$ cat src/rtl/fifo_pkg.sv
`default_nettype none
// ============================================================================
// Module   : fifo_pkg
// Purpose  : Shared constants, helper function and mode enum for the
//            parametrised synchronous FIFO (sync_fifo_param) and its benches.
// Revision : 1.0 - initial release
// ============================================================================
package fifo_pkg;

    localparam int c_default_data_w = 8;
    localparam int c_default_depth  = 16;

    // Bits needed to hold an occupancy value in the range 0..depth inclusive.
    function automatic int clog2_depth(input int depth);
        return $clog2(depth + 1);
    endfunction

    // Read mode selector: FIFO_STD = registered read, FIFO_FWFT = fall-through.
    typedef enum logic {
        FIFO_STD  = 1'b0,
        FIFO_FWFT = 1'b1
    } fifo_mode_e;

endpackage : fifo_pkg
`default_nettype wire

$ cat src/rtl/fifo_mem.sv
`default_nettype none
// ============================================================================
// Module   : fifo_mem
// Purpose  : Simple dual-port storage array for the FIFO. One synchronous
//            write port, one asynchronous read port. Contents are not reset.
// Ports    : clk        - write clock
//            i_wr_en    - write strobe
//            i_wr_addr  - write address (0..DEPTH-1)
//            i_wr_data  - write data
//            i_rd_addr  - read address (0..DEPTH-1)
//            o_rd_data  - combinational read data
// Revision : 1.0 - initial release
// ============================================================================
module fifo_mem #(
    parameter int WIDTH  = 8,
    parameter int DEPTH  = 16,
    parameter int ADDR_W = 4
) (
    input  logic              clk,
    input  logic              i_wr_en,
    input  logic [ADDR_W-1:0] i_wr_addr,
    input  logic [WIDTH-1:0]  i_wr_data,
    input  logic [ADDR_W-1:0] i_rd_addr,
    output logic [WIDTH-1:0]  o_rd_data
);

    logic [WIDTH-1:0] r_mem [DEPTH];

    always_ff @(posedge clk) begin
        if (i_wr_en) begin
            r_mem[i_wr_addr] <= i_wr_data;
        end
    end

    assign o_rd_data = r_mem[i_rd_addr];

endmodule : fifo_mem
`default_nettype wire

$ cat src/rtl/sync_fifo_param.sv
`default_nettype none
// ============================================================================
// Module   : sync_fifo_param
// Purpose  : Parametrised single-clock FIFO with occupancy count, registered
//            full/empty/almost flags, overflow/underflow pulses and a
//            selectable standard (FWFT=0) or first-word-fall-through (FWFT=1)
//            read mode.
// Macro    : FIFO_PARITY_EN - stores an even-parity bit per entry and adds
//            the rd_parity_err output.
// Ports    : clk, rst_n (async active-low), wr_en/wr_data (push),
//            rd_en (pop / acknowledge), rd_data/rd_valid (read side),
//            full, almost_full, empty, almost_empty, count (status),
//            overflow/underflow (one-cycle error pulses),
//            rd_parity_err (only with FIFO_PARITY_EN).
// Revision : 1.0 - initial release
// ============================================================================
module sync_fifo_param
    import fifo_pkg::*;
#(
    parameter int DATA_W    = c_default_data_w,
    parameter int DEPTH     = c_default_depth,
    parameter int AF_THRESH = DEPTH - 2,
    parameter int AE_THRESH = 2,
    parameter int FWFT      = 0
) (
    input  logic                          clk,
    input  logic                          rst_n,
    input  logic                          wr_en,
    input  logic [DATA_W-1:0]             wr_data,
    input  logic                          rd_en,
    output logic [DATA_W-1:0]             rd_data,
    output logic                          rd_valid,
    output logic                          full,
    output logic                          almost_full,
    output logic                          empty,
    output logic                          almost_empty,
    output logic [clog2_depth(DEPTH)-1:0] count,
    output logic                          overflow,
    output logic                          underflow
`ifdef FIFO_PARITY_EN
    ,
    output logic                          rd_parity_err
`endif
);

    localparam int c_ptr_w = (DEPTH > 1) ? $clog2(DEPTH) : 1;
    localparam int c_cnt_w = clog2_depth(DEPTH);
`ifdef FIFO_PARITY_EN
    localparam int c_mem_w = DATA_W + 1;
`else
    localparam int c_mem_w = DATA_W;
`endif

    localparam logic [c_ptr_w-1:0] c_last_ptr = c_ptr_w'(DEPTH - 1);
    localparam logic [c_cnt_w-1:0] c_full_cnt = c_cnt_w'(DEPTH);
    localparam logic [c_cnt_w-1:0] c_af_cnt   = c_cnt_w'(AF_THRESH);
    localparam logic [c_cnt_w-1:0] c_ae_cnt   = c_cnt_w'(AE_THRESH);

    // Elaboration-time parameter checks.
    if (DATA_W < 1) begin : g_chk_data_w
        $error("sync_fifo_param: DATA_W must be >= 1");
    end
    if (DEPTH < 2) begin : g_chk_depth
        $error("sync_fifo_param: DEPTH must be >= 2");
    end
    if (AF_THRESH < 0 || AF_THRESH > DEPTH) begin : g_chk_af
        $error("sync_fifo_param: AF_THRESH outside 0..DEPTH");
    end
    if (AE_THRESH < 0 || AE_THRESH > DEPTH) begin : g_chk_ae
        $error("sync_fifo_param: AE_THRESH outside 0..DEPTH");
    end

    logic [c_ptr_w-1:0] r_wr_ptr;
    logic [c_ptr_w-1:0] r_rd_ptr;
    logic [c_ptr_w-1:0] w_wr_ptr_next;
    logic [c_ptr_w-1:0] w_rd_ptr_next;
    logic [c_cnt_w-1:0] w_count_next;
    logic               w_wr_acc;
    logic               w_rd_acc;
    logic [c_mem_w-1:0] w_mem_wr;
    logic [c_mem_w-1:0] w_mem_rd;

    // Acceptance uses the registered flags, so a same-cycle pop never makes
    // room for a push on a full FIFO, and a same-cycle push never satisfies
    // a pop on an empty one.
    assign w_wr_acc = wr_en & ~full;
    assign w_rd_acc = rd_en & ~empty;

    // Explicit wrap at DEPTH-1 so non-power-of-two depths work.
    assign w_wr_ptr_next = (r_wr_ptr == c_last_ptr) ? '0 : r_wr_ptr + 1'b1;
    assign w_rd_ptr_next = (r_rd_ptr == c_last_ptr) ? '0 : r_rd_ptr + 1'b1;

    always_comb begin
        w_count_next = count;
        if (w_wr_acc && !w_rd_acc) begin
            w_count_next = count + 1'b1;
        end else if (!w_wr_acc && w_rd_acc) begin
            w_count_next = count - 1'b1;
        end
    end

    // Pointers, occupancy and flags. Flags are computed from the next count
    // so they always agree with the count register.
    always_ff @(posedge clk or negedge rst_n) begin
        if (!rst_n) begin
            r_wr_ptr     <= '0;
            r_rd_ptr     <= '0;
            count        <= '0;
            full         <= 1'b0;
            almost_full  <= 1'b0;
            empty        <= 1'b1;
            almost_empty <= 1'b1;
            overflow     <= 1'b0;
            underflow    <= 1'b0;
        end else begin
            if (w_wr_acc) begin
                r_wr_ptr <= w_wr_ptr_next;
            end
            if (w_rd_acc) begin
                r_rd_ptr <= w_rd_ptr_next;
            end
            count        <= w_count_next;
            full         <= (w_count_next == c_full_cnt);
            almost_full  <= (w_count_next >= c_af_cnt);
            empty        <= (w_count_next == '0);
            almost_empty <= (w_count_next <= c_ae_cnt);
            overflow     <= wr_en & full;
            underflow    <= rd_en & empty;
        end
    end

`ifdef FIFO_PARITY_EN
    // Extra MSB holds even parity, so the XOR over a stored entry is 0.
    assign w_mem_wr = {^wr_data, wr_data};
`else
    assign w_mem_wr = wr_data;
`endif

    fifo_mem #(
        .WIDTH  (c_mem_w),
        .DEPTH  (DEPTH),
        .ADDR_W (c_ptr_w)
    ) u_mem (
        .clk       (clk),
        .i_wr_en   (w_wr_acc),
        .i_wr_addr (r_wr_ptr),
        .i_wr_data (w_mem_wr),
        .i_rd_addr (r_rd_ptr),
        .o_rd_data (w_mem_rd)
    );

    if (FWFT != 0) begin : g_fwft
        // Head word is presented directly; zero while empty so the output
        // never shows stale or uninitialised storage.
        assign rd_valid = ~empty;
        assign rd_data  = empty ? '0 : w_mem_rd[DATA_W-1:0];
    end else begin : g_std
        always_ff @(posedge clk or negedge rst_n) begin
            if (!rst_n) begin
                rd_valid <= 1'b0;
                rd_data  <= '0;
            end else begin
                rd_valid <= w_rd_acc;
                if (w_rd_acc) begin
                    rd_data <= w_mem_rd[DATA_W-1:0];
                end
            end
        end
    end

`ifdef FIFO_PARITY_EN
    if (FWFT != 0) begin : g_perr_fwft
        assign rd_parity_err = ~empty & (^w_mem_rd);
    end else begin : g_perr_std
        always_ff @(posedge clk or negedge rst_n) begin
            if (!rst_n) begin
                rd_parity_err <= 1'b0;
            end else begin
                rd_parity_err <= w_rd_acc & (^w_mem_rd);
            end
        end
    end
`endif

endmodule : sync_fifo_param
`default_nettype wire

$ cat config.mk
export PLATFORM = sky130hd
export DESIGN_NAME = sync_fifo_param
export DESIGN_NICKNAME = d
export VERILOG_FILES = /design/src/rtl/fifo_pkg.sv /design/src/rtl/fifo_mem.sv /design/src/rtl/sync_fifo_param.sv
export SDC_FILE = /design/constraint.sdc
export NUM_CORES = 1
export LEC_CHECK = 0
export CAP_MARGIN = 20
export CORE_MARGIN = 8
export CORE_UTILIZATION = 50
export DETAILED_ROUTE_END_ITERATION = 16
export PLACE_DENSITY_LB_ADDON = 0.05
export SYNTH_ARGS = -nofsm -noshare
export SYNTH_HDL_FRONTEND = slang
export SYNTH_SLANG_ARGS = --single-unit
$ cat constraint.sdc
create_clock -name clk -period 4.4 [get_ports clk]
set_input_delay 0.44 -clock clk [delete_from_list [all_inputs] [get_ports clk]]
set_output_delay 0.44 -clock clk [all_outputs]
set_load 0.03 [all_outputs]
==> impl_metrics.ini, run 1 <==
[run_status]
status = completed

[floorplanning]
rows = 41
dieHeight_um = 130
coreArea_mm2 = 0.0126
die-area_mm2 = 0.0168
start_util_pct = 51.1
fp.dieW_um = 130
ios = 32

[pwr]
p_leak_uw = 0.00273
power-per-cell-area_mw_per_mm2 = 674
vdd_drop_max_uv = 354

[final_layout]
n_antenna_cell = 0
final_cell_mix = edfxtp_1, mux2i_1, clkdlybuf4s50_1
fill_cells = 1009
layout_commonest_cell = edfxtp_1
layout-drive-gt1-share_pct = 11.4
syn2layout_area_growth_pct = 16.6
nets = 470

[job]
drv_cap = 0

[clocking]
cts.path.max_buffers = 2
holdBufCountCts = 0
clkTransAtPathRegs_ps = 60
h-tree-depth = 4
cts_resized = 0
clk_latency_ps = 420
cts-root-buf = clkbuf_16
cts_buffers = 17
cts.sinks = 156
cts_setup_buffers = 0
cts_tree = built

[route]
antenna_left = 0
drc = 0
dr.pass1.iters = 5
routed_wl_mm = 13.7
wl_per_cell_um = 21.6
via_per_inst = 5.59
num_vias = 3556
drtIter0Drc = 324

[yosys]
synth.avg_cell_area_um2 = 15.4
synth-compound-area-share_pct = 5.77
synth_fa_ha_area_share_pct = 1.36
synth_warnings = 0
synth_top_family_by_area = multiplexers
synth_fp_nets = 438
synth_edf_count = 128
ys_ff_latch = 156
synth_flop_cell = edfxtp_1
ys_types = 43
syn_inst = 419
synthXorXnorAreaFrac_pct = 0.796
muxShareOfSynthArea_pct = 9.94
async_reset_ff_share_pct = 17.9
yosys.area_share.simple_pct = 9.03
ys_seq_area_share_pct = 70.5
syn_area_mm2 = 0.00644

[timing]
rsz0062_at_grt = no
fin_skew_ps = 6.36
setup_ws_ps = 2300
hold_viol_final = 0
fin_crit_sh_pct = 47.8
min_period_ps = 2100
slew_headroom_pct = 47.2
finalSetupViolCount = 0
fin_setup_tns_ps = 0
tightestPinTransition_ps = 790
slew_violations = 0
max_freq_mhz = 476

[critical_path]
required_ps = 4480
critPathMaxFanout = 8
worst_path_max_delay_cell = nor3_1
path_cells = nand2b_1 -> nor3_1 -> and2_1
cp-end-kind = flop
critPathLaunchType = flop
max_stage_delay_ps = 510
cp.arrival_ps = 2180
crit_type = reg2reg

[place]
placement.setup.worst_slack_ps = 1890
place_congestion = 0.851
io_buffers = 31
hpwl_mm = 9.19

[global_route]
grt_pass1_wl_mm = 20.9
grt_antenna_before_repair = 0
grt_use_total_pct = 17.4
grt_pass1_vias = 3571
grt_max_degree = 32
grt-ovfl-total = 0

[hold_path]
hold_class = in2async
-- critical path, delay by kind of cell (launching register included) --
kind | cells | cell delay (ps)
DFF | 1 | 440
and+or+nand+nor | 3 | 1320
-- path summary, 6_finish.rpt --
| path | depth (start not counted) | end | startpoint | slack (ps) |
|---|---|---|---|---|
| worst max-delay path | 3 | u_mem.r_mem[2][5]$_DFFE_PP_ | full$_DFF_PN0_ | 2300 |
| worst min-delay path | 2 | rd_data[0]$_DFFE_PN0P_ | rst_n | 410 |
| worst max register to register | 3 | u_mem.r_mem[2][5]$_DFFE_PP_ | full$_DFF_PN0_ | 2300 |
| worst min register to register | 2 | rd_data[3]$_DFFE_PN0P_ | rd_data[3]$_DFFE_PN0P_ | 480 |
| max in group asynchronous | 2 | empty$_DFF_PN1_ | rst_n | 3670 |
| min in group clk | 2 | rd_data[3]$_DFFE_PN0P_ | rd_data[3]$_DFFE_PN0P_ | 480 |
-- cells in the mapped netlist (3+ instances only) --
library cell / n / area share, %
a22oi_1: 25 / 2.9
a21oi_1: 11 / 0.85
nand2_1: 29 / 1.7
ha_1: 7 / 1.4
buf_6: 3 / 0.52
and2_1: 19 / 1.8
edfxtp_1: 128 / 60
dfrtp_1: 26 / 10
o21ai_0: 7 / 0.54
nor2_1: 6 / 0.35
mux2i_1: 64 / 9.9
nand3_1: 13 / 1.0
inv_1: 6 / 0.35
nand4_1: 17 / 1.7
xnor2_1: 4 / 0.54
clkbuf_1: 8 / 0.47
buf_2: 11 / 0.85
-- kinds of logic (layout without fill, tap and decap cells) --
family,count (synthesis),in the layout
adder cells (fa/ha/maj),7,7
flip-flops,156,156
buffers and inverters,31,76
AO/OA/AOI/OAI,53,53
AND/OR/NAND/NOR,103,103
multiplexers,64,64
XOR/XNOR,5,5
-- final cells by class --
cell class / count / area [um^2] / share of cell area (%)
clock buffers: 17 / 425 / 5.66
repair buffers: 37 / 362 / 4.81
clock inverters: 15 / 195 / 2.60
flip-flops and latches: 156 / 4550 / 60.6
multi-input cells: 232 / 1730 / 23.1
inverters: 7 / 31.3 / 0.416
well taps: 172 / 215 / 2.86
-- through the flow --
| stage | total power (uW) | area [um^2] | hold WS, ps | utilization (%) | std cells |
|---|---|---|---|---|---|
| finish | 5060 | 7510 | 414 | 59.5 | 636 |
| global route | 5290 | 7510 | 439 | 59.5 | 636 |
| CTS | 5090 | 7500 | 407 | 59.4 | 635 |
| detailed placement | 3570 | 6880 | 475 | 54.5 | 603 |
| global placement | 3540 | 6880 | 468 | 54.5 | 603 |
| floorplan | 3060 | 6440 | 144 | - | 419 |
-- report_power, final --
group / switching (uW) / leakage, uW / internal, uW
Combinational: 882 / 0.000927 / 611
Sequential: 220 / 0.00149 / 1830
Clock: 577 / 0.000305 / 948
Total: 1680 / 0.00273 / 3380
-- flip-flops by register name, indices dropped and copies added, names as in the netlist --
register and flops:
r_rd_ptr 4, overflow 1, almost_full 1, u_mem.r_mem 128, rd_valid 1, r_wr_ptr 4, almost_empty 1, full 1
underflow 1, count 5, empty 1, rd_data 8
-- layer usage --
layer  vias up  share of wire, %  track usage (%)
met5         -                 0                0
met4         0               1.6             6.22
met3        20               7.2             5.14
met2       108                46             26.4
met1      1762                45             23.4
li1       1666                 -                -
Note: power is estimated with default switching activity, not from simulation.
==> inputs of run 2 (changes only) <==
==> constraint.sdc (replaced) <==
create_clock -name clk -period 1.87 [get_ports clk]
set_input_delay 0.187 -clock clk [delete_from_list [all_inputs] [get_ports clk]]
set_output_delay 0.187 -clock clk [all_outputs]
set_load 0.03 [all_outputs]
==> run 2 against run 1 <==
Effect of this change: critical endpoint is now almost_empty; worst hold slack worse by 260 ps; via count is 5.1% higher; clock power is 130% higher; largest cell class unchanged; count of clock-buffer cells in the layout is 2 higher; flip-flop and latch count stayed put; non-clock buffer count is 37 higher; design area is 6.2% higher.
==> impl_metrics.ini, run 2 (synthesis results as in run 1) <==
[run_status]
status = completed

[pwr]
p_clk_share_pct = 28.6
p_comb_share_pct = 33.3
internal_power_uw = 8250
p_sw_share_pct = 32.6
power-per-cell-area_mw_per_mm2 = 1530
seqPwrFrac_pct = 38.0
p_leak_uw = 0.00298
switchingPower_uw = 3990
vdd_drop_max_uv = 1030

[timing]
slew_headroom_pct = 51.6
hold_viol_final = 0
holdWs_ps = 153
max_freq_mhz = 562
finalSetupViolCount = 0
fin_crit_sh_pct = 95.2
min_period_ps = 1780
tightestPinTransition_ps = 724
fin_skew_ps = 5.82
slew_violations = 0
rsz0062_at_grt = no

[final_layout]
finalNonFillerCells = 673
n_antenna_cell = 0
layout_commonest_cell = edfxtp_1
top_regs = u_mem.r_mem (128), rd_data (8), count (5)
nets = 507
regMostFlops = u_mem.r_mem
fin_area_mm2 = 0.00798
layout-drive-gt1-share_pct = 18.2
final_cell_mix = edfxtp_1, mux2i_1, nand2_1, clkdlybuf4s50_1, buf_4
syn2layout_area_growth_pct = 23.8
largest_reg_flops = 128
fill_cells = 959

[floorplanning]
start_util_pct = 51.1
dieHeight_um = 130
fp.dieW_um = 130
ios = 32
coreArea_mm2 = 0.0126
rows = 41
die-area_mm2 = 0.0168

[global_route]
grt-ovfl-total = 0
globalRouteMet3Util_pct = 4.48
grt_use_total_pct = 17.9
grt_use_met1_pct = 24.0
grt_pass1_vias = 3808
grt_antenna_before_repair = 0
grt_max_degree = 29
grt_pass1_wl_mm = 21.8
use_met2_pct = 27.8
busiest_layer = met2

[critical_path]
critPathLaunchType = flop
critPathMaxFanout = 1
path_buf_inv = 1
worst_path_max_delay_cell = clkdlybuf4s50_1
path_delay_family = buffers and inverters
reg2reg_from = empty$_DFF_PN1_
cp.arrival_ps = 1590
max_stage_delay_ps = 660
crit_type = reg2out
reg2reg_setup_slack_ps = 120
startpoint = almost_empty$_DFF_PN1_
path_cells = clkdlybuf4s50_1
cp-end-kind = primary output
required_ps = 1680

[place]
io_buffers = 31
dp.cells = 641
placed_cell_area_mm2 = 0.00736
hpwl_mm = 9.13
place_congestion = 0.847

[route]
antenna_left = 0
via_per_inst = 5.56
routed_wl_mm = 14.0
wl_per_cell_um = 20.8
num_vias = 3739
drtIter0Drc = 331
dr.pass1.iters = 5
drc = 0

[clocking]
h-tree-depth = 4
holdBufCountCts = 0
clk_latency_ps = 420
cts.path.max_buffers = 2
cts-root-buf = clkbuf_16
cts_buffers = 17
cts_tree = built
cts_setup_buffers = 0
cts_resized = 1
cts.sinks = 156
clkTransAtPathRegs_ps = 60

[job]
drv_cap = 0

[hold_path]
hold_class = in2async
## run 2: worst paths after layout
kind / end / depth (start not counted)
setup reg to reg: empty$_DFF_PN1_ / 6
hold / removal: rd_data[7]$_DFFE_PN0P_ / 2
min in group clk: overflow$_DFF_PN0_ / 2
setup / recovery: almost_empty / 1
hold reg to reg: rd_data[1]$_DFFE_PN0P_ / 2
max in group asynchronous: empty$_DFF_PN1_ / 2
## run 2: routing by layer
layer | part of all wire, % | routed length (um) | vias up
li1 | - | - | 1739
met1 | 46 | 6420 | 1862
met2 | 46 | 6460 | 113
met3 | 6.1 | 855 | 25
met4 | 1.7 | 231 | 0
met5 | 0 | 0 | -
## run 2: through the flow
step           setup slack, ps  power (uW)  utilization, %  TNS (ps)
5_1_grt                  0.636       12800            63.2         0
3_3_place_gp             -76.1        8720            58.3     -2300
2_1_floorplan              101        7200               -         0
6_report                  90.6       12200            63.2         0
4_1_cts                   8.30       12300            63.1         0
3_5_place_dp             -76.3        8790            58.3     -2980
## run 2: cell type report
| cell class | instances | area, um^2 | share of cell area, % |
|---|---|---|---|
| multi-input combinational | 232 | 1740 | 21.8 |
| clock buffer | 19 | 433 | 5.42 |
| clock inverter | 13 | 174 | 2.18 |
| timing repair buffer | 74 | 835 | 10.5 |
| tap | 172 | 215 | 2.70 |
| sequential | 156 | 4550 | 57.0 |
| inverter | 7 | 31.3 | 0.392 |
## run 2: power by group through the flow
stage | logic, uW | clock network [uW] | registers (uW)
global route | 4390 | 3700 | 4720
finish | 4080 | 3500 | 4650
global placement | 4020 | 0 | 4700
detailed placement | 4070 | 0 | 4720
floorplan | 2270 | 0 | 4930
CTS | 4090 | 3550 | 4650
